`src/rtl/pbl_input_cond.sv`:
```
// -----------------------------------------------------------------------------
// pbl_input_cond
// Input conditioning for the board slide switches and push buttons. Every raw
// input is synchronized into the CLK domain and then debounced: the debounced
// level only follows the synchronized level once the two have disagreed for
// DB_CYCLES consecutive clock cycles.
//
// Ports
//   CLK                       clock, rising edge
//   RST_N                     asynchronous active-low reset
//   CH7_RAW..CH4_RAW          raw slide switches, active-high, asynchronous
//   B3_N_RAW, B2_N_RAW        raw push buttons, active-low, asynchronous
//   CH7..CH4                  debounced switch levels
//   B3, B2                    debounced button levels, active-high
//   PRESS_B3, PRESS_B2        one-cycle pulse after a debounced press
//   CHG                       one-cycle pulse after any debounced change
//   VALID                     no channel has a change pending
// -----------------------------------------------------------------------------
`timescale 1ns/1ps

module pbl_input_cond #(
  parameter int DB_CYCLES = 50000
) (
  input  logic CLK,
  input  logic RST_N,
  input  logic CH7_RAW,
  input  logic CH6_RAW,
  input  logic CH5_RAW,
  input  logic CH4_RAW,
  input  logic B3_N_RAW,
  input  logic B2_N_RAW,
  output logic CH7,
  output logic CH6,
  output logic CH5,
  output logic CH4,
  output logic B3,
  output logic B2,
  output logic PRESS_B3,
  output logic PRESS_B2,
  output logic CHG,
  output logic VALID
);

  localparam int NCH = 6;
  localparam int CW  = (DB_CYCLES > 1) ? $clog2(DB_CYCLES) : 1;
  localparam logic [CW-1:0] CNT_MAX = CW'(DB_CYCLES - 1);

  // Channel order: [5]=CH7 [4]=CH6 [3]=CH5 [2]=CH4 [1]=B3 [0]=B2.
  // Buttons are inverted up front so every channel is active-high and the
  // reset value 0 of the synchronizer means "released".
  logic [NCH-1:0] raw_in;
  logic [NCH-1:0] sync_s;     // synchronized level s
  logic [NCH-1:0] db_q;       // debounced level d
  logic [NCH-1:0] upd;        // d changes on this edge
  logic [NCH-1:0] db_d;

  assign raw_in = {CH7_RAW, CH6_RAW, CH5_RAW, CH4_RAW, ~B3_N_RAW, ~B2_N_RAW};

  genvar gi;
  generate
    for (gi = 0; gi < NCH; gi++) begin : g_ch
      logic          meta_q;
      logic          sync_q;
      logic          deb_q;
      logic          deb_d;
      logic [CW-1:0] cnt_q;
      logic [CW-1:0] cnt_d;

      always_comb begin
        deb_d = deb_q;
        cnt_d = '0;
        if (sync_q != deb_q) begin
          if (cnt_q == CNT_MAX) begin
            deb_d = sync_q;
          end else begin
            cnt_d = cnt_q + CW'(1);
          end
        end
      end

      always_ff @(posedge CLK or negedge RST_N) begin
        if (!RST_N) begin
          meta_q <= 1'b0;
          sync_q <= 1'b0;
          deb_q  <= 1'b0;
          cnt_q  <= '0;
        end else begin
          meta_q <= raw_in[gi];
          sync_q <= meta_q;
          deb_q  <= deb_d;
          cnt_q  <= cnt_d;
        end
      end

      assign sync_s[gi] = sync_q;
      assign db_q[gi]   = deb_q;
      assign db_d[gi]   = deb_d;
      assign upd[gi]    = deb_d ^ deb_q;
    end
  endgenerate

  // Event pulses are registered off the same edge that updates d, so they are
  // high for the cycle right after the change. A press is an update whose new
  // level is 1.
  logic       chg_q;
  logic [1:0] press_q;

  always_ff @(posedge CLK or negedge RST_N) begin
    if (!RST_N) begin
      chg_q   <= 1'b0;
      press_q <= 2'b00;
    end else begin
      chg_q   <= |upd;
      press_q <= upd[1:0] & db_d[1:0];
    end
  end

  assign {CH7, CH6, CH5, CH4, B3, B2} = db_q;
  assign PRESS_B3 = press_q[1];
  assign PRESS_B2 = press_q[0];
  assign CHG      = chg_q;
  assign VALID    = ~|(sync_s ^ db_q);

endmodule
```
`config.mk`:
```
export PLATFORM = sky130hd
export DESIGN_NAME = pbl_input_cond
export DESIGN_NICKNAME = d
export VERILOG_FILES = /design/src/rtl/pbl_input_cond.sv
export SDC_FILE = /design/constraint.sdc
export NUM_CORES = 1
export LEC_CHECK = 0
export ABC_AREA = 1
export BUFFER_PORTS_ARGS = -buffer_cell sky130_fd_sc_hd__buf_2
export CAP_MARGIN = 20
export CORE_UTILIZATION = 50
export CTS_CLUSTER_SIZE = 40
export DETAILED_ROUTE_END_ITERATION = 10
export GPL_TIMING_DRIVEN = 0
export HOLD_SLACK_MARGIN = 0.02
export PLACE_DENSITY = 0.7
export SLEW_MARGIN = 20
export SYNTH_ARGS = -nofsm -noshare
export SYNTH_HDL_FRONTEND = slang
export SYNTH_SLANG_ARGS = --single-unit
```
`constraint.sdc`:
```
create_clock -name CLK -period 3.8 [get_ports CLK]
set_input_delay 0.19 -clock CLK [delete_from_list [all_inputs] [get_ports CLK]]
set_output_delay 0.19 -clock CLK [all_outputs]
set_load 0.01 [all_outputs]
```
======== Word level (Yosys, flattened, before mapping) ========
Cells that the tools add are included.
storage, ports and cells
  register bits after elaboration ......... 117
  output and inout bits ................... 10
  logic and storage cells ................. 81
cells by class
  $add $sub $neg .......................... 6
  equality and inequality tests ........... 12
  mux-type cells .......................... 24
  bitwise logic cells ..................... 10
  reduce and logical (&&, ||, !) cells .... 3
operator list
  operator                                                         number
  16-bit two-way mux                                               12
  16-bit by 1-bit adder with 16-bit output, second input constant  6
  16-bit == test, second input constant                            6
  1-bit two-way mux                                                12
  6-bit OR reduction                                               2
  1-bit inequality test                                            6
  1-bit bitwise XOR                                                6
  6-bit bitwise XOR                                                1
  2-bit bitwise AND                                                1
  1-bit NOT                                                        2
  1-bit logical NOT                                                1

======== Logic depth before layout (Yosys ltp) ========
Gate-level depths: netlist of run 1.
  depth after elaboration ................. 5
  gate-level depth with buffers ........... 13
  gate-level depth less buffers ........... 13

======== Worst setup path after synthesis of run 1 ========
Ideal clock, no wire load.
  path type ............................... reg-to-reg
  from .................................... register g_ch[0].cnt_q[0]
  to ...................................... register chg_q (netlist: CHG)
  data arrival time ....................... 1527 ps
  setup slack ............................. 2155 ps
  cell stages (with the launch flop) ...... 13
  path buffers ............................ 0
  path through ............................ dfrtp_1 > ha_1 > nand3_1 > nor2_1 > nand2_1 > nor2_1 > a21oi_1 > ha_1 > nand2_1 > inv_1 > nand2_1 > nor2_1 > nand2_1
on the way
  longest elaborated chain between the ends .. 5
ends and longest elaborated chain
  element                   line  text
  start: declaration        66    logic [CW-1:0] cnt_q;
  start signal: assignment  91    cnt_q <= cnt_d;
  16-bit == test            73    if (cnt_q == CNT_MAX) begin
  1-bit two-way mux         73
  1-bit two-way mux         72    if (sync_q != deb_q) begin
  named net g_ch[0].deb_d   65    logic deb_d;
  1-bit bitwise XOR         98    assign upd[gi] = deb_d ^ deb_q;
  6-bit OR reduction        113   chg_q <= |upd;
  end signal: assignment    113
  end: declaration          105   logic chg_q;
The timed path passes the listed nets, and every way through them passes these cells.

======== Worst setup path after layout of run 1 ========
  from .................................... register g_ch[0].deb_q (netlist: B2)
  to ...................................... output VALID
on the way
  longest elaborated chain between the ends .. 3
ends and longest elaborated chain
  element                   line  text
  start: declaration        64    logic deb_q;
  start signal: assignment  85    deb_q <= 1'b0;
  start signal: assignment  90    deb_q <= deb_d;
  6-bit bitwise XOR         122   assign VALID = ~|(sync_s ^ db_q);
  6-bit OR reduction        122
  1-bit logical NOT         122
  end: declaration          41    output logic VALID
No other way between the ends.

==> results.md, run 1 <==
- Finished Layout Cells: 976
- Worst-Skew Late Latency: 420 ps
- Static leakage: 0.00321 uW
- Hold Fails Final Rpt: 0
- Initial antenna violation count: 0
- EDFF count, synth: 0
- CP Launch Type: flip-flop
- Grt ovf: 0
- CP Data Arrival Time: 1990 ps
- Final wirelength: 12100 um
- Post-synth top area share: 47.4%
- Cells after Synth: 772
- Largest net degree at the start of global routing: 61
- Worst Tran Pin Value: 595 ps
- Synth cell types: 30
- HP Class: in2async
- Largest cells by area after synthesis: dfrtp_1 (47%), nor2_1 (10%), nand2_1 (9.3%)
- First-pass GRT wire length: 21200 um
- Inst Count DP: 937
- Mapped Nets: 788
- Sequential area share after synthesis: 47.4%
- Met2 Use GR: 35.9%
- Clk slew on worst S/H paths: 60 ps
- Synthesis Warnings: 0
- Crit path cell chain: xnor2_2 -> nand4_1 -> nor3_1 -> buf_2
- VDD IR max: 0.283 mV
- Run status: finished, final reports clean
- Initial Util: 51.4%
- Sink Count: 117
- TritonCTS clock tree: yes
- Worst setup EP type: output port
- Tmin final: 2180 ps
- Total CTS buffers: 17
- Final Cell Area: 0.00711 mm^2
- Vias/cell: 5.05
- Endpoints failing setup: 0
- Antenna Nets Post-Route: 0
- Core Region: 0.0120 mm^2
- Final Power: 2880 uW
- M3 GR Usage: 5.30%
- Die area: 0.0128 mm^2
- Hold buffers post-CTS: 7
- Max incr delay on CP: 520 ps
- Max Clk Rate: 459 MHz
- CP max FO: 10
- Clock buffer depth: 2
- Diodes inserted: 0
- Rel. slew slack: 60.1%
- Max Cap Viol: 0
- Via count: 4930
- Die H: 113 um
- Top delay family on crit path: XOR/XNOR gates
- Worst Clk Skew: 7.28 ps
- Setup TNS: 0 ps
- Mapped cell area: 0.00617 mm^2
- Period utilisation layout: 57.4%
- Post-synth ARST share: 100%
- Setup bufs post-CTS: 0
- Met1 usage: 25.4%
- Gr usage total: 21.1%
- DR pass1 iterations: 7
- Layout area overhead: 15.1%
- WL/cell: 12.4 um
- CP max-delay cell: xnor2_2
- Rows: 40
- Max Slew Vio Count: 0
- GP Congestion: 0.889
- Number of global-route vias before repair: 4810
- Crit Path Category: reg2out
- Final net count: 832
- Flops & latches, synth: 117
- Mean area per synthesized cell: 8.00 um^2
- WP buf/inv: 1
- CTS root buf: clkbuf_16
- # IOs: 18
- Critical Path RT: 3610 ps
- Die width: 113 um
- Final routed DRC violation total: 0
- Cell Pwr Density: 406 mW/mm^2
- Share of post-route cells with drive strength above 1: 14.8%
- GR peak layer: met2
- Prevailing post-synth register cell: dfrtp_1
- Cell Area, Placed: 0.00648 mm^2
- Post-synth top area cell: dfrtp_1
- Hpwl dp: 8550 um
- Gates resized, CTS repair: 0
- DRT iter0 DRCs: 305
- Unrepaired setup endpoints after global routing: no
- Port Buf Inserts: 17
- CTS H-tree depth: 4
placed cells by master, fill, tap and decap left out, drive strengths merged, types with 7 or more instances in the layout:
| cell | instances |
|---|---|
| a21oi | 20 |
| buf | 21 |
| clkbuf | 19 |
| dfrtp | 117 |
| dlygate4sd3 | 7 |
| ha | 8 |
| inv | 94 |
| nand2 | 173 |
| nand3 | 59 |
| nand4 | 18 |
| nor2 | 193 |
| nor3 | 27 |
| nor3b | 8 |
| o21ai | 8 |
| xnor2 | 9 |
| xor2 | 28 |
routing by layer:
metal	part of all wire, %	vias to the layer above
met3	3.4	13
met5	0	-
li1	-	2524
met1	47	2305
met2	49	88
met4	1.1	0
cell usage after synthesis (6+ instances only):
| cell | count |
|---|---|
| a21oi_1 | 20 |
| dfrtp_1 | 117 |
| ha_1 | 8 |
| inv_1 | 86 |
| inv_2 | 8 |
| nand2_1 | 153 |
| nand2_2 | 17 |
| nand3_1 | 51 |
| nand4_1 | 18 |
| nor2_1 | 171 |
| nor2_2 | 16 |
| nor2_4 | 6 |
| nor3_1 | 25 |
| o21ai_0 | 6 |
| xnor2_1 | 6 |
| xor2_1 | 26 |
metrics by stage:
step	hold slack (ps)	setup WS (ps)	util (%)
after floorplan	-106	2150	-
after global placement	298	1150	53.6
after detailed placement	187	1820	53.9
after global routing	346	1480	59.2
final	299	1620	59.2
after CTS	322	1580	59.2
sequential cells by signal, indices dropped and copies added, names as in the netlist:
register	cells
g_ch.cnt_q	96
CH6	1
B2	1
g_ch.sync_q	6
CHG	1
CH7	1
CH5	1
CH4	1
g_ch.meta_q	6
press_q	2
B3	1
report_power, final:
| group | internal [uW] | switching, uW | total, uW |
|---|---|---|---|
| clock network | 925 | 570 | 1500 |
| logic | 33.5 | 65.0 | 98.4 |
| registers | 1270 | 20.3 | 1290 |
| total | 2230 | 656 | 2880 |
worst paths after layout:
kind                                  start                end  slack (ps)  cells past startpoint
setup / recovery                         B2              VALID        1620                      4
hold / removal                        RST_N   g_ch[0].cnt_q[5]         300                      2
setup reg to reg           g_ch[0].cnt_q[0]                CHG        1820                     12
hold reg to reg              g_ch[0].meta_q     g_ch[0].sync_q         340                      0
max in group asynchronous             RST_N  g_ch[4].cnt_q[11]        2840                      3
min in group CLK             g_ch[0].meta_q     g_ch[0].sync_q         340                      0
cell families (layout without fill, tap and decap cells):
group / Yosys count / in the layout / share of synthesized area, %
AOI/OAI and AO/OA: 35 / 35 / 3.14
xor gates and xnor gates: 37 / 37 / 5.86
buffers and inverters: 97 / 154 / 6.00
DFF: 117 / 117 / 47.4
adders and majority gates: 8 / 8 / 1.62
and+or+nand+nor: 478 / 478 / 36.0
area by class of cell:
cell class | count | area (um^2)
tap | 147 | 184
fill | 1036 | 4900
clock inverter | 13 | 109
clock buffer | 19 | 453
timing repair buffer | 25 | 189
buffer | 3 | 17.5
inverter | 94 | 353
sequential | 117 | 2930
multi-input combinational | 558 | 2880
Note: power is estimated with default switching activity, not from simulation.
==> run 2: changes to the inputs <==
Settings changed: PLACE_DENSITY 0.7 to 0.73.
Clock period 3.8 ns to 1.8 ns, I/O delays scaled along.
==> results.md, run 2 (synthesis results as in run 1) <==
- Cell Pwr Density: 868 mW/mm^2 (+110%)
- Antenna Nets Post-Route: 0 (unchanged)
- Critical R2R Launch: g_ch[1].cnt_q[0]
- Met1 usage: 28.3% (+2.9 points)
- Initial Util: 51.4% (unchanged)
- Hpwl dp: 8770 um (+2.6%)
- Crit Path Category: reg2reg
- Share of post-route cells with drive strength above 1: 18.6% (+3.7 points)
- CTS H-tree depth: 4 (unchanged)
- Critical Path RT: 2110 ps (-1500 ps)
- CP Data Arrival Time: 2060 ps (+70 ps)
- Met2 Use GR: 35.2% (-0.70 points)
- DRT iter0 DRCs: 307 (+0.66%)
- M3 GR Usage: 6.21% (+0.91 points)
- First-pass GRT wire length: 21900 um (+3.4%)
- Final routed DRC violation total: 0 (unchanged)
- Max Slew Vio Count: 0 (unchanged)
- HP Class: in2async
- Core Region: 0.0120 mm^2 (unchanged)
- Fillers: 1003 (-3.2%)
- Port Buf Inserts: 17 (unchanged)
- Max Clk Rate: 570 MHz
- Largest register by flop count: g_ch.cnt_q
- Worst Tran Pin Value: 391 ps (-204 ps)
- CTS root buf: clkbuf_16
- WL/cell: 12.8 um (+3.3%)
- TritonCTS clock tree: yes
- Largest net degree at the start of global routing: 78 (+28%)
- Worst Clk Skew: 6.05 ps (-1.23 ps)
- Worst setup EP type: flip-flop
- Max Cap Viol: 0 (unchanged)
- Timing startpoint of the critical path: g_ch[1].cnt_q[0]
- Finished Layout Cells: 992 (+1.6%)
- DR pass1 iterations: 5 (-2)
- VDD IR max: 0.846 mV (+200%)
- CP max FO: 3 (-7)
- Die area: 0.0128 mm^2 (unchanged)
- Initial antenna violation count: 0 (unchanged)
- Setup TNS: 0 ps (unchanged)
- Gr usage total: 21.8% (+0.70 points)
- Diodes inserted: 0 (unchanged)
- Grt ovf: 0 (unchanged)
- Sink Count: 117 (unchanged)
- Final wirelength: 12700 um (+4.9%)
- Number of global-route vias before repair: 4885 (+1.6%)
- Layout area overhead: 19.8%
- Final net count: 848 (+1.9%)
- Endpoints failing setup: 0 (unchanged)
- Max FFs per register: 96 (unchanged)
- Clk slew on worst S/H paths: 50 ps (about the same)
- Tmin final: 1750 ps
- Die H: 113 um (unchanged)
- Most common cell after layout, fill and taps aside: nor2_1
- Top flop regs: g_ch.cnt_q: 96 flops, g_ch.meta_q: 6 flops, g_ch.sync_q: 6 flops
- Worst-Skew Late Latency: 420 ps (about the same)
- Unrepaired setup endpoints after global routing: yes
- Die width: 113 um (unchanged)
- Most frequent cells in the layout: nor2_1 (165), nand2_1 (150), dfrtp_1 (114), inv_1 (85), nand3_1 (49)
- Total CTS buffers: 17 (unchanged)
- CP Launch Type: flip-flop
- Rows: 40 (unchanged)
- Via count: 5089 (+3.2%)
- Period utilisation layout: 97.4%
- Clock buffer depth: 2 (unchanged)
- GR peak layer: met2
- Hold Fails Final Rpt: 0 (unchanged)
- Static leakage: 0.00334 uW (+4.0%)
- GP Congestion: 0.857 (-3.6%)
- Run status: finished, final reports clean
- # IOs: 18 (unchanged)
- Vias/cell: 5.13 (+1.6%)
- Inst Count DP: 937 (unchanged)
- Rel. slew slack: 73.9% (+14 points)
## run 2: cell count changes in the layout (fill, tap and decap cells not counted), moves of 3 or more
cell / previous run / this run
nand2_1: 153 / 150
nor2_1: 171 / 165
nand2_2: 17 / 20
dfrtp_1: 117 / 114
dfrtp_2: 0 / 3
xnor2_2: 3 / 0
clkbuf_8: 2 / 7
nor2_2: 16 / 20
xnor2_4: 0 / 3
buf_4: 1 / 18
clkinvlp_4: 6 / 1
## run 2: path summary, 6_finish.rpt
path	end	slack (ps)	depth (start not counted)
max	CHG	50	12
min	g_ch[0].cnt_q[9]	150	2
max reg2reg	CHG	50	12
min reg2reg	g_ch[1].sync_q	340	0
max in group asynchronous	g_ch[2].cnt_q[4]	960	3
min in group CLK	g_ch[2].meta_q	320	2
## run 2: report_power, final
part	leakage (uW)	internal, uW	total, uW	switching (uW)
combinational	0.00144	91.5	238	146
sequential	0.00159	2680	2730	49.6
clock	0.000305	2290	3450	1160
total	0.00334	5060	6420	1360
## run 2: area by class of cell
cell class / count / area (um^2) / share of cell area (%)
Multi-Input combinational cell: 558 / 2980 / 40.3
Sequential cell: 117 / 2930 / 39.6
Clock buffer: 25 / 526 / 7.10
Inverter: 94 / 353 / 4.77
Timing Repair Buffer: 42 / 317 / 4.28
Tap cell: 147 / 184 / 2.49
Clock inverter: 7 / 91.3 / 1.23
Buffer: 2 / 12.5 / 0.169
## run 2: per-stage QoR
step | hold WS, ps | setup slack [ps] | power (uW) | cell area (um^2) | utilization, %
6_report | 149 | 46.3 | 6420 | 7400 | 61.6
5_1_grt | 174 | -57.1 | 6650 | 7400 | 61.6
4_1_cts | 153 | 1.14 | 6480 | 7310 | 60.9
3_5_place_dp | 25.3 | -196 | 2970 | 6480 | 53.9
3_3_place_gp | 197 | -748 | 2950 | 6440 | 53.6
2_1_floorplan | -206 | 155 | 2860 | 6170 | -
## run 2: critical path, cell delays in order (launching register included)
cell and delay, ps:
dfrtp_1 350, ha_2 200, nand3_2 100, nor2_1 110, nand2_1 90, nor2_1 100, a21oi_1 60, ha_1 280
nand2_1 60, inv_2 70, nand2_2 60, nor2_4 80, nand2_1 60
## run 2: repair_timing
item                       in CTS  in global routing
pin swaps                       7                  5
gates resized for setup        17                  9
setup endpoints to repair       2                  2
hold endpoints to repair      123                  0
hold buffers                    7                  0
setup buffers                   9                  8
cloned                          0                  0
## run 2: per-layer routing
metal | part of all wire (%) | vias to the layer above
met2 | 49 | 100
met5 | 0 | -
met4 | 1.4 | 0
li1 | - | 2555
met1 | 46 | 2419
met3 | 4.1 | 15
==> run 3: changes to the inputs <==
Settings changed: RECOVER_POWER set to 50.
==> results.md, run 3 (synthesis results as in run 1) <==
- Clk slew on worst S/H paths: 50 ps (about the same)
- Worst setup EP type: flip-flop
- Core Region: 0.0120 mm^2 (unchanged)
- Hold Fails Final Rpt: 0 (unchanged)
- Max Clk Rate: 570 MHz (about the same)
- Clock share of power: 53.8% (about the same)
- Grt ovf: 0 (unchanged)
- Sink Count: 117 (unchanged)
- TritonCTS clock tree: yes
- Worst Clk Skew: 6.10 ps (+0.0515 ps)
- Die H: 113 um (unchanged)
- Port Buf Inserts: 17 (unchanged)
- Rel. slew slack: 29.9% (-44 points)
- Share of post-route cells with drive strength above 1: 18.5% (-0.12 points)
- Fillers: 1004 (+0.10%)
- Layout area overhead: 19.7%
- HP Class: in2reg
- Setup TNS: 0 ps (unchanged)
- Final routed DRC violation total: 0 (unchanged)
- Most frequent cells in the layout: nor2_1 (165), nand2_1 (150), dfrtp_1 (114), inv_1 (85), nand3_1 (49)
- Initial antenna violation count: 0 (unchanged)
- VDD IR max: 0.846 mV (about the same)
- Clock buffer depth: 2 (unchanged)
- Static leakage: 0.00333 uW (-0.14%)
- Critical Path RT: 2110 ps (about the same)
- Hold_ws: 318 ps (+169 ps)
- Cell Area, Placed: 0.00648 mm^2 (unchanged)
- Via count: 5072 (-0.33%)
- Net Switching: 1360 uW (about the same)
- Largest register by flop count: g_ch.cnt_q
- CP Launch Type: flip-flop
- CP Data Arrival Time: 2060 ps (about the same)
- Diodes inserted: 0 (unchanged)
- Sequential share of power: 42.5% (about the same)
- Unrepaired setup endpoints after global routing: yes
- Final net count: 848 (unchanged)
- CTS H-tree depth: 4 (unchanged)
- WL/cell: 12.8 um (+0.16%)
- Antenna Nets Post-Route: 0 (unchanged)
- CTS root buf: clkbuf_16
- Switching part of the total: 21.2% (about the same)
- Max Cap Viol: 0 (unchanged)
- Crit Path Category: reg2reg
- Die area: 0.0128 mm^2 (unchanged)
- Period utilisation layout: 97.5% (about the same)
- Top flop regs: g_ch.cnt_q: 96 flops, g_ch.meta_q: 6 flops, g_ch.sync_q: 6 flops
- Cell Pwr Density: 869 mW/mm^2 (about the same)
- Initial Util: 51.4% (unchanged)
- Final Cell Area: 0.00739 mm^2 (-0.10%)
- Worst-Skew Late Latency: 420 ps (about the same)
- Total CTS buffers: 17 (unchanged)
- Most common cell after layout, fill and taps aside: nor2_1
- Worst Tran Pin Value: 1050 ps (+660 ps)
- # IOs: 18 (unchanged)
- CP max FO: 3 (unchanged)
- Number of global-route vias before repair: 4885 (unchanged)
- Gr usage total: 21.8% (unchanged)
- Largest net degree at the start of global routing: 78 (unchanged)
- Run status: finished, final reports clean
- DRT iter0 DRCs: 307 (unchanged)
- GP Congestion: 0.857 (unchanged)
- Max Slew Vio Count: 0 (unchanged)
- First-pass GRT wire length: 21900 um (unchanged)
- Rows: 40 (unchanged)
- Die width: 113 um (unchanged)
- Hpwl dp: 8770 um (unchanged)
- Max FFs per register: 96 (unchanged)
- Gate power share: 3.7% (about the same)
- DR pass1 iterations: 5 (unchanged)
- Endpoints failing setup: 0 (unchanged)
- Final wirelength: 12700 um (+0.16%)
- Tmin final: 1750 ps (+0.479 ps)
- Vias/cell: 5.11 (-0.33%)
- Internal power: 5060 uW (about the same)
[run 3: changes by cell type in the layout (fill, tap and decap cells not counted)]
cell,delta
buf_6,-1
buf_2,-1
clkbuf_2,+1
clkbuf_1,+1
[run 3: worst max-delay path, cell delays in order (launching register included)]
cell and delay, ps:
dfrtp_1 350, ha_2 200, nand3_2 100, nor2_1 110, nand2_1 90, nor2_1 100, a21oi_1 60, ha_1 280
nand2_1 60, inv_2 70, nand2_2 60, nor2_4 80, nand2_1 60
[run 3: power groups by stage]
| stage | Combinational [uW] | Clock, uW | Sequential (uW) |
|---|---|---|---|
| after global placement | 187 | 0 | 2760 |
| after floorplan | 105 | 0 | 2760 |
| after detailed placement | 201 | 0 | 2770 |
| after CTS | 237 | 3520 | 2730 |
| after global routing | 273 | 3650 | 2730 |
| final | 236 | 3450 | 2730 |
[run 3: layout make-up]
cell class / count / area [um^2] / share of cell area, %
repair buffers: 42 / 309 / 4.18
well taps: 147 / 184 / 2.49
inverters: 94 / 353 / 4.77
multi-input cells: 558 / 2980 / 40.4
plain buffers: 2 / 12.5 / 0.169
clock buffers: 25 / 526 / 7.11
flip-flops and latches: 117 / 2930 / 39.7
clock inverters: 7 / 91.3 / 1.24
[run 3: metrics by stage]
| stage | power (uW) | instances | util, % | setup slack, ps |
|---|---|---|---|---|
| 2_1_floorplan | 2860 | 772 | - | 155 |
| 3_3_place_gp | 2950 | 936 | 53.6 | -748 |
| 3_5_place_dp | 2970 | 937 | 53.9 | -196 |
| 4_1_cts | 6480 | 984 | 60.9 | 1.14 |
| 5_1_grt | 6650 | 992 | 61.5 | -57.1 |
| 6_report | 6420 | 992 | 61.5 | 45.9 |
[run 3: what timing repair did]
action / 4_1_cts / 5_1_grt
setup endpoints to repair: 2 / 2
endpoints found under the hold margin: 123 / 0
setup buffers: 9 / 8
gates cloned: 0 / 0
hold buffers: 7 / 0
gates resized for setup: 17 / 9
pin swaps: 7 / 5
[run 3: path summary, 6_finish.rpt]
path	startpoint	endpoint	slack [ps]	depth (start not counted)
worst max-delay path	g_ch[1].cnt_q[0]	CHG	50	12
worst min register to register	g_ch[1].meta_q	g_ch[1].sync_q	340	0
worst min-delay path	CH4_RAW	g_ch[2].meta_q	320	2
min in group asynchronous	RST_N	g_ch[0].cnt_q[11]	400	2
worst max register to register	g_ch[1].cnt_q[0]	CHG	50	12
max in group asynchronous	RST_N	g_ch[2].cnt_q[4]	500	3
[run 3: metal layers]
layer / GRT usage [%] / wire length (um)
met5: 0 / 0
met2: 35.2 / 6140
met3: 6.21 / 502
met4: 7.72 / 182
met1: 28.3 / 5850
